`src/rtl/pipemem_io_gen_if.sv`:
```
// EX/MEM-to-MEM bus for pipemem_io_gen: store/load requests, address, store data, load result and stall.
interface pipemem_io_gen_if #(
  parameter int DATA_W = 32
);
  logic              mwmem;
  logic              mrmem;
  logic [DATA_W-1:0] malu;
  logic [DATA_W-1:0] mb;
  logic [DATA_W-1:0] mmo;
  logic              mstall;

  modport master (
    output mwmem, mrmem, malu, mb,
    input  mmo, mstall
  );

  modport slave (
    input  mwmem, mrmem, malu, mb,
    output mmo, mstall
  );
endinterface

```
`src/rtl/pipemem_io_gen.sv`:
```
// MEM stage: single-clock data RAM, synchronised input ports, output registers and a stalling 1-cycle load path.
// Optional macro PIPEMEM_OUT_READBACK_EN maps the output registers as readable just above the input ports.
module pipemem_io_gen #(
  parameter int DATA_W      = 32,
  parameter int DMEM_AW     = 5,
  parameter int N_IN        = 2,
  parameter int N_OUT       = 5,
  parameter int IO_SEL_BIT  = 7,
  parameter int SYNC_STAGES = 2
) (
  input  logic                    clock,
  input  logic                    reset,
  pipemem_io_gen_if.slave         bus,
  input  logic [N_IN*DATA_W-1:0]  in_port,
  output logic [N_OUT*DATA_W-1:0] out_port
);

  localparam int DEPTH = 2 ** DMEM_AW;

  typedef enum logic {
    IDLE = 1'b0,
    WAIT = 1'b1
  } state_t;

  state_t state, state_nxt;

  logic               io_p0;
  logic [DMEM_AW-1:0] ram_idx_p0;
  logic [3:0]         port_idx_p0;
  logic               st_vld_p0;
  logic               ld_vld_p0;
  logic               stall_p0;
  logic [DATA_W-1:0]  io_rdata_p0;
  logic [DATA_W-1:0]  ram_rdata_p0;
  logic [DATA_W-1:0]  mmo_p1;

  logic [DATA_W-1:0]  in_sync [SYNC_STAGES][N_IN];
  logic [DATA_W-1:0]  out_q   [N_OUT];
  logic [DATA_W-1:0]  ram     [DEPTH];

  // Address bits outside the decode fields are don't-care.
  logic malu_unused;
  assign malu_unused = ^bus.malu;

  // ---- stage p0: address decode ----
  assign io_p0       = bus.malu[IO_SEL_BIT];
  assign ram_idx_p0  = bus.malu[DMEM_AW+1:2];
  assign port_idx_p0 = bus.malu[5:2];

  always_ff @(posedge clock) begin
    if (reset) begin
      state <= IDLE;
    end else begin
      state <= state_nxt;
    end
  end

  always_comb begin
    state_nxt = state;
    case (state)
      IDLE: if (bus.mrmem && !bus.mwmem) state_nxt = WAIT;
      WAIT: state_nxt = IDLE;
      default: state_nxt = IDLE;
    endcase
  end

  // Requests seen in WAIT are the held repeat of the instruction just serviced.
  always_comb begin
    st_vld_p0 = 1'b0;
    ld_vld_p0 = 1'b0;
    stall_p0  = 1'b0;
    case (state)
      IDLE: begin
        st_vld_p0 = bus.mwmem;
        ld_vld_p0 = bus.mrmem && !bus.mwmem;
        stall_p0  = bus.mrmem && !bus.mwmem;
      end
      default: begin
        st_vld_p0 = 1'b0;
        ld_vld_p0 = 1'b0;
        stall_p0  = 1'b0;
      end
    endcase
  end

  assign bus.mstall = stall_p0;

  always_ff @(posedge clock) begin
    if (reset) begin
      for (int s = 0; s < SYNC_STAGES; s++) begin
        for (int k = 0; k < N_IN; k++) begin
          in_sync[s][k] <= '0;
        end
      end
    end else begin
      for (int k = 0; k < N_IN; k++) begin
        in_sync[0][k] <= in_port[k*DATA_W +: DATA_W];
        for (int s = 1; s < SYNC_STAGES; s++) begin
          in_sync[s][k] <= in_sync[s-1][k];
        end
      end
    end
  end

  always_ff @(posedge clock) begin
    if (st_vld_p0 && !io_p0) begin
      ram[ram_idx_p0] <= bus.mb;
    end
  end

  always_ff @(posedge clock) begin
    if (reset) begin
      for (int k = 0; k < N_OUT; k++) begin
        out_q[k] <= '0;
      end
    end else if (st_vld_p0 && io_p0) begin
      for (int k = 0; k < N_OUT; k++) begin
        if (port_idx_p0 == 4'(k)) begin
          out_q[k] <= bus.mb;
        end
      end
    end
  end

  genvar g;
  generate
    for (g = 0; g < N_OUT; g++) begin : g_out
      assign out_port[g*DATA_W +: DATA_W] = out_q[g];
    end
  endgenerate

  // Unmapped io addresses fall through to zero.
  always_comb begin
    io_rdata_p0 = '0;
    for (int k = 0; k < N_IN; k++) begin
      if (port_idx_p0 == 4'(k)) begin
        io_rdata_p0 = in_sync[SYNC_STAGES-1][k];
      end
    end
`ifdef PIPEMEM_OUT_READBACK_EN
    for (int k = 0; k < N_OUT; k++) begin
      if ({1'b0, port_idx_p0} == 5'(N_IN + k)) begin
        io_rdata_p0 = out_q[k];
      end
    end
`endif
  end

  assign ram_rdata_p0 = ram[ram_idx_p0];

  // ---- stage p1: registered load result ----
  always_ff @(posedge clock) begin
    if (reset) begin
      mmo_p1 <= '0;
    end else if (ld_vld_p0) begin
      mmo_p1 <= io_p0 ? io_rdata_p0 : ram_rdata_p0;
    end
  end

  assign bus.mmo = mmo_p1;

endmodule

```
`src/flat_wrapper.sv`:
```
// flat-port wrapper written by rule: the top's interface ports become plain ports
module pipemem_io_gen_flat 
#(
  parameter int DATA_W      = 32,
  parameter int DMEM_AW     = 5,
  parameter int N_IN        = 2,
  parameter int N_OUT       = 5,
  parameter int IO_SEL_BIT  = 7,
  parameter int SYNC_STAGES = 2
)
  (clock, reset, in_port, out_port, bus_mwmem, bus_mrmem, bus_malu, bus_mb, bus_mmo, bus_mstall);
  pipemem_io_gen_if #(.DATA_W(DATA_W)) bus_i ();
  input  logic clock;
  input  logic reset;
  input  logic [N_IN*DATA_W-1:0] in_port;
  output logic [N_OUT*DATA_W-1:0] out_port;
  input wire logic [$bits(bus_i.mwmem)-1:0] bus_mwmem;
  input wire logic [$bits(bus_i.mrmem)-1:0] bus_mrmem;
  input wire logic [$bits(bus_i.malu)-1:0] bus_malu;
  input wire logic [$bits(bus_i.mb)-1:0] bus_mb;
  output wire logic [$bits(bus_i.mmo)-1:0] bus_mmo;
  output wire logic [$bits(bus_i.mstall)-1:0] bus_mstall;
  assign bus_i.mwmem = bus_mwmem;
  assign bus_i.mrmem = bus_mrmem;
  assign bus_i.malu = bus_malu;
  assign bus_i.mb = bus_mb;
  assign bus_mmo = bus_i.mmo;
  assign bus_mstall = bus_i.mstall;
  pipemem_io_gen #(.DATA_W(DATA_W), .DMEM_AW(DMEM_AW), .N_IN(N_IN), .N_OUT(N_OUT), .IO_SEL_BIT(IO_SEL_BIT), .SYNC_STAGES(SYNC_STAGES)) u_core (.clock(clock), .reset(reset), .bus(bus_i), .in_port(in_port), .out_port(out_port));
endmodule
```
`config.mk`:
```
export PLATFORM = sky130hd
export DESIGN_NAME = pipemem_io_gen_flat
export DESIGN_NICKNAME = d
export VERILOG_FILES = /design/src/rtl/pipemem_io_gen_if.sv /design/src/rtl/pipemem_io_gen.sv /design/src/flat_wrapper.sv
export SDC_FILE = /design/constraint.sdc
export NUM_CORES = 1
export LEC_CHECK = 0
export BUFFER_PORTS_ARGS = -buffer_cell sky130_fd_sc_hd__buf_2
export CAP_MARGIN = 20
export CORE_MARGIN = 5
export CORE_UTILIZATION = 65
export DETAILED_ROUTE_END_ITERATION = 16
export PLACE_DENSITY = 0.85
export SYNTH_ARGS = -nofsm -noshare
export SYNTH_HDL_FRONTEND = slang
export SYNTH_SLANG_ARGS = --single-unit
```
`constraint.sdc`:
```
create_clock -name clock -period 10.45 [get_ports clock]
set_input_delay 0.5225 -clock clock [delete_from_list [all_inputs] [get_ports clock]]
set_output_delay 0.5225 -clock clock [all_outputs]
set_load 0.01 [all_outputs]
```
# [Yosys cells after proc, flatten, opt, wreduce, memory -nomap -nowiden]
# Memories as Yosys holds them, arrays and structs flattened.
# Index checks and enable logic that the tools add are counted.
[totals] ff_bits=33 ramBits=1312 in_bits=132 output_inout_bits=193 wordCells=66 mem_count=3
[classes] n_eq_ne=4 n_mux=41 bitwise=10 n_reduce_logical=6
[memory_table] memory="u_core.ram" depth=32 word_bits=32 read_ports=1 rd_clocked_by_memory_dff=0 wr=1 line_no="pipemem_io_gen.sv:39" rtl="logic [DATA_W-1:0] ram [DEPTH];"
[memory_table] memory="u_core.out_q" depth=5 word_bits=32 read_ports=5 rd_clocked_by_memory_dff=0 wr=5 line_no="pipemem_io_gen.sv:38" rtl="logic [DATA_W-1:0] out_q [N_OUT];"
[memory_table] memory="u_core.in_sync" depth=2 word_bits=64 read_ports=2 rd_clocked_by_memory_dff=0 wr=2 line_no="pipemem_io_gen.sv:37" rtl="logic [DATA_W-1:0] in_sync [SYNC_STAGES][N_IN];"
[op_table] operator="$mux W32" n=12
[op_table] operator="$mux W1" n=28
[op_table] operator="$or A1 B1 Y1" n=9
[op_table] operator="$eq A4 B2 Y1 const B" n=2
[op_table] operator="$eq A4 B1 Y1 const B" n=1
[op_table] operator="$eq A4 B3 Y1 const B" n=1
[op_table] operator="$logic_not A4 Y1" n=1
[op_table] operator="$logic_and A1 B1 Y1" n=3
[op_table] operator="$logic_not A1 Y1" n=2
[op_table] operator="$pmux W1 S2" n=1
[op_table] operator="$not A1 Y1" n=1

# [Logic depth before layout (Yosys ltp)]
[depth] depth_word=6 depth_mapped=10 depth_no_buf=7

# [Worst setup path after synthesis]
# Ideal clock, no wire load.
[synth_path] kind="input port to flip-flop" startpoint="input bus_malu[3]" endpoint="memory u_core.ram[13][0], enable pin" setup_ps=461 t_arrival_ps=3867 required_ps=9989 slack_ps=6122 path_stages=7 n_path_buf=5 path_cell_list="buf_2 -> buf_8 -> buf_6 -> buf_4 -> buf_2 -> nand3b_1 -> nor3_1"
[synth_rtl] element="start, declared" line_no="flat_wrapper.sv:19" rtl="input wire logic [$bits(bus_i.malu)-1:0] bus_malu;"
[synth_rtl] element="end, declared" line_no="pipemem_io_gen.sv:39"
# No word-level cell before the write port.

# [Final worst setup path]
[layout_path] startpoint="register u_core.state" endpoint="memory u_core.ram[10][7], enable pin"
[layout_via] elab_chain_len=4
[layout_lines] element="start, declared" line_no="pipemem_io_gen.sv:25" rtl="state_t state, state_nxt;"
[layout_lines] element="start signal, assigned" line_no="pipemem_io_gen.sv:54" rtl="state <= state_nxt;"
[layout_lines] element="$mux W1" line_no="pipemem_io_gen.sv:72" rtl="case (state)"
[layout_lines] element="$logic_and A1 B1 Y1" line_no="pipemem_io_gen.sv:106" rtl="if (st_vld_p0 && !io_p0) begin"
[layout_lines] element="$mux W1" line_no="pipemem_io_gen.sv:106"
[layout_lines] element="$mux W1 (implied by the code)" line_no="pipemem_io_gen.sv:107" rtl="ram[ram_idx_p0] <= bus.mb;"
# Every way passes these cells.

==> impl_metrics.env <==
export IMPL_status="complete, no violations"
export IMPL_initial_utilization_pct=65.3
export IMPL_yosys_area_share_adder_pct=0
export IMPL_cts_tree="built"
export IMPL_crit_chain="nor3b_1, nand3_1, nor2_4, buf_4"
export IMPL_area_growth_pct=13.4
export IMPL_drt_iter0_drc=4373
export IMPL_slew_viol_final=0
export IMPL_synth_simple_area_share_pct=3.60
export IMPL_crit_required_ns=10.80
export IMPL_path_max_fanout=17
export IMPL_async_flop_share_pct=0
export IMPL_cpPeakStageDelay_ns=1.01
export IMPL_drv_cap=0
export IMPL_cp_num_buf_inv=1
export IMPL_clock_sinks=1345
export IMPL_crit_type="reg -> reg"
export IMPL_r2r_start="u_core.state"
export IMPL_synth_top_area_share_pct=72.0
export IMPL_hold_viol=0
export IMPL_arrival_ns=4.01
export IMPL_synth_cells=2447
export IMPL_portBuffers=298
export IMPL_endpoint="u_core.ram[10][7]"
export IMPL_slowest_stage="nor2_4"
export IMPL_crit_family="simple AND/OR/NAND/NOR gates"
export IMPL_fmax_mhz=274
export IMPL_drc=0
export IMPL_htreeDepth=3
export IMPL_synth_commonest_cells="1184 x edfxtp_1, 186 x mux4_2, 177 x mux2i_1, 161 x dfxtp_1, 133 x nor2b_1"
export IMPL_synth_net_count=2579
export IMPL_cts_root_buffer="clkbuf_16"
export IMPL_ys_warn_count=0
export IMPL_wl_per_cell_microns=34.7
export IMPL_grt_max_degree=144
export IMPL_grt_ovfl_total=0
export IMPL_synth_top_family_by_area="multiplexers"
export IMPL_relSlewSlack_pct=25.0
export IMPL_synth_seq_area_share_pct=78.5
export IMPL_yosys_top_cells_area="edfxtp_1 72%, mux4_2 8.5%, dfxtp_1 6.5%, mux2i_1 3.6%, nor2b_1 1.7%"
export IMPL_end_kind="flop"
export IMPL_rsz0062_at_grt="false"
export IMPL_grt_pass1_vias=27900
export IMPL_r2r_end="u_core.ram[10][7]"
export IMPL_drive_above_1_share_pct=27.3
export IMPL_clkLatencyLatePin_ns=0.69
export IMPL_yosys_area_share_xor_xnor_pct=0
export IMPL_leakage_nw=19.1
export IMPL_fin_cells=3871
export IMPL_hp_start="in_port[12]"
export IMPL_antenna_found_initial=7
export IMPL_p_per_area_nw_per_um2=195
export IMPL_avgViaCountPerCell=7.13
export IMPL_cts_hold_buf=0
export IMPL_synth_mux_area_share_pct=12.1
export IMPL_post_synth_top_area_cell="edfxtp_1"
export IMPL_cp_start_kind="flop"
export IMPL_peakVddDrop_v=0.000136
export IMPL_gp_congestion=0.913
export IMPL_die_w_microns=286
export IMPL_cp_num_cells=4
export IMPL_synth_most_common_cell="edfxtp_1"
export IMPL_io_pins=325
export IMPL_dp_cells=3643
export IMPL_report_final_setup_viol=0
export IMPL_vias=27600
export IMPL_fp_dieArea_sq_um=81600
export IMPL_die_y_microns=286
export IMPL_cts_resized=0
export IMPL_ff2ff_path_depth=4
export IMPL_drt_wl_total_mm=134
export IMPL_synth_compound_area_share_pct=4.08
export IMPL_ys_flop_type="edfxtp_1"
export IMPL_synth_edf_count=1184
export IMPL_track_usage_pct=32.5
export IMPL_hold_path_class="in -> reg"
export IMPL_period_minus_slack_ns=3.66
export IMPL_post_cts_buffers=0
export IMPL_grt_first_pass_wirelength_mm=193
export IMPL_syn_area_per_cell_sq_um=20.2
export IMPL_clk_pin_slew_ns=0.07
export IMPL_r2r_setup_slack_ns=6.79
export IMPL_firstDrtPassIters=6
export IMPL_ys_seq_elements=1345
export IMPL_cts_path_max_buffers=3
export IMPL_finalNetCount=2922
export IMPL_cts_inserted_buffers=120
export IMPL_finalPower_mw=10.9
export IMPL_ys_types=54
export IMPL_min_period_over_period_pct=35.0
export IMPL_core_area_sq_um=75700
export IMPL_synth_area_sq_um=49400
export IMPL_ant_nets=0
export IMPL_final_util_pct=74.0
export IMPL_clock_skew_ns=0.0215
export IMPL_whs_ns=0.0432
export IMPL_tns_ns=0
export IMPL_crit_start="u_core.state"
export IMPL_hpwl_mm=73.3
export IMPL_worst_pin_slew_ns=1.12
export IMPL_fp_row_count=101
[kinds of logic after synthesis]
logic type | Yosys count
buf+inv | 144
compound gates | 284
flops | 1345
mux | 365
simple gates | 309
[metal layers]
layer  global-route usage, %  vias to the layer above  part of all wire (%)
li1                        -                    10600                     -
met1                    42.7                    13800                    32
met2                    52.3                     2699                    49
met3                    7.83                      498                    13
met4                    15.5                       10                   5.6
met5                       0                        -                 0.051
[worst min-delay path by stage]
stage                                 end  slack (ns)  depth (start not counted)
floorplan            u_core.in_sync[1][0]        0.41                          1
global route         u_core.in_sync[0][3]        0.05                          2
CTS                 u_core.in_sync[0][44]        0.03                          2
finish              u_core.in_sync[0][44]        0.04                          2
detailed placement  u_core.in_sync[1][53]        0.42                          1
global placement    u_core.in_sync[1][26]        0.42                          1
[registers in the layout (all words and copies together), names as in the netlist]
| name | cells |
|---|---|
| u_core.bus.mmo | 32 |
| u_core.ram | 1024 |
| u_core.in_sync | 128 |
| u_core.out_q | 160 |
| u_core.state | 1 |
[power breakdown]
part	internal, mW	leakage (nW)	switching, mW	total [mW]
Clock	2.47	1.93	1.94	4.41
Sequential	5.91	12.2	0.0286	5.94
Combinational	0.187	5.00	0.381	0.568
[metrics by stage]
step / worst slack [ns] / area (sq um)
3_3_place_gp: 6.12 / 52000
3_5_place_dp: 6.03 / 52000
6_report: 6.79 / 56000
4_1_cts: 6.66 / 55900
2_1_floorplan: 6.12 / 49400
5_1_grt: 6.72 / 56000
[cell type report]
type / count / area [sq um]
well taps: 978 / 1220
clock buffers: 151 / 3290
multi-input cells: 958 / 10000
clock inverters: 72 / 617
diodes: 2 / 5.00
flip-flops and latches: 1345 / 38800
inverters: 6 / 22.5
fillers: 3725 / 19700
repair buffers: 359 / 2070
[cells in the final DEF (no fill, tap or decap), types with 7 or more instances in the layout]
| cell type | netlist | layout |
|---|---|---|
| nor2_1 | 54 | 24 |
| clkbuf_1 | 42 | 20 |
| a22oi_1 | 63 | 63 |
| a221oi_1 | 15 | 15 |
| nand2_1 | 33 | 33 |
| nor2_4 | 0 | 28 |
| a211oi_1 | 14 | 14 |
| clkinv_1 | 2 | 23 |
| a21oi_1 | 33 | 33 |
| o22ai_1 | 81 | 81 |
| o211ai_1 | 19 | 19 |
| nand3_1 | 7 | 7 |
| dfxtp_1 | 161 | 161 |
| mux4_2 | 186 | 186 |
| o21ai_0 | 24 | 24 |
| clkbuf_16 | 0 | 125 |
| clkinv_2 | 0 | 31 |
| buf_2 | 48 | 295 |
| bufinv_16 | 0 | 10 |
| nor2b_1 | 133 | 131 |
| buf_4 | 21 | 54 |
| edfxtp_1 | 1184 | 1184 |
| mux2i_1 | 177 | 177 |
| and2_1 | 35 | 35 |
| or4_1 | 22 | 22 |
Note: power is estimated with default switching activity, not from simulation.
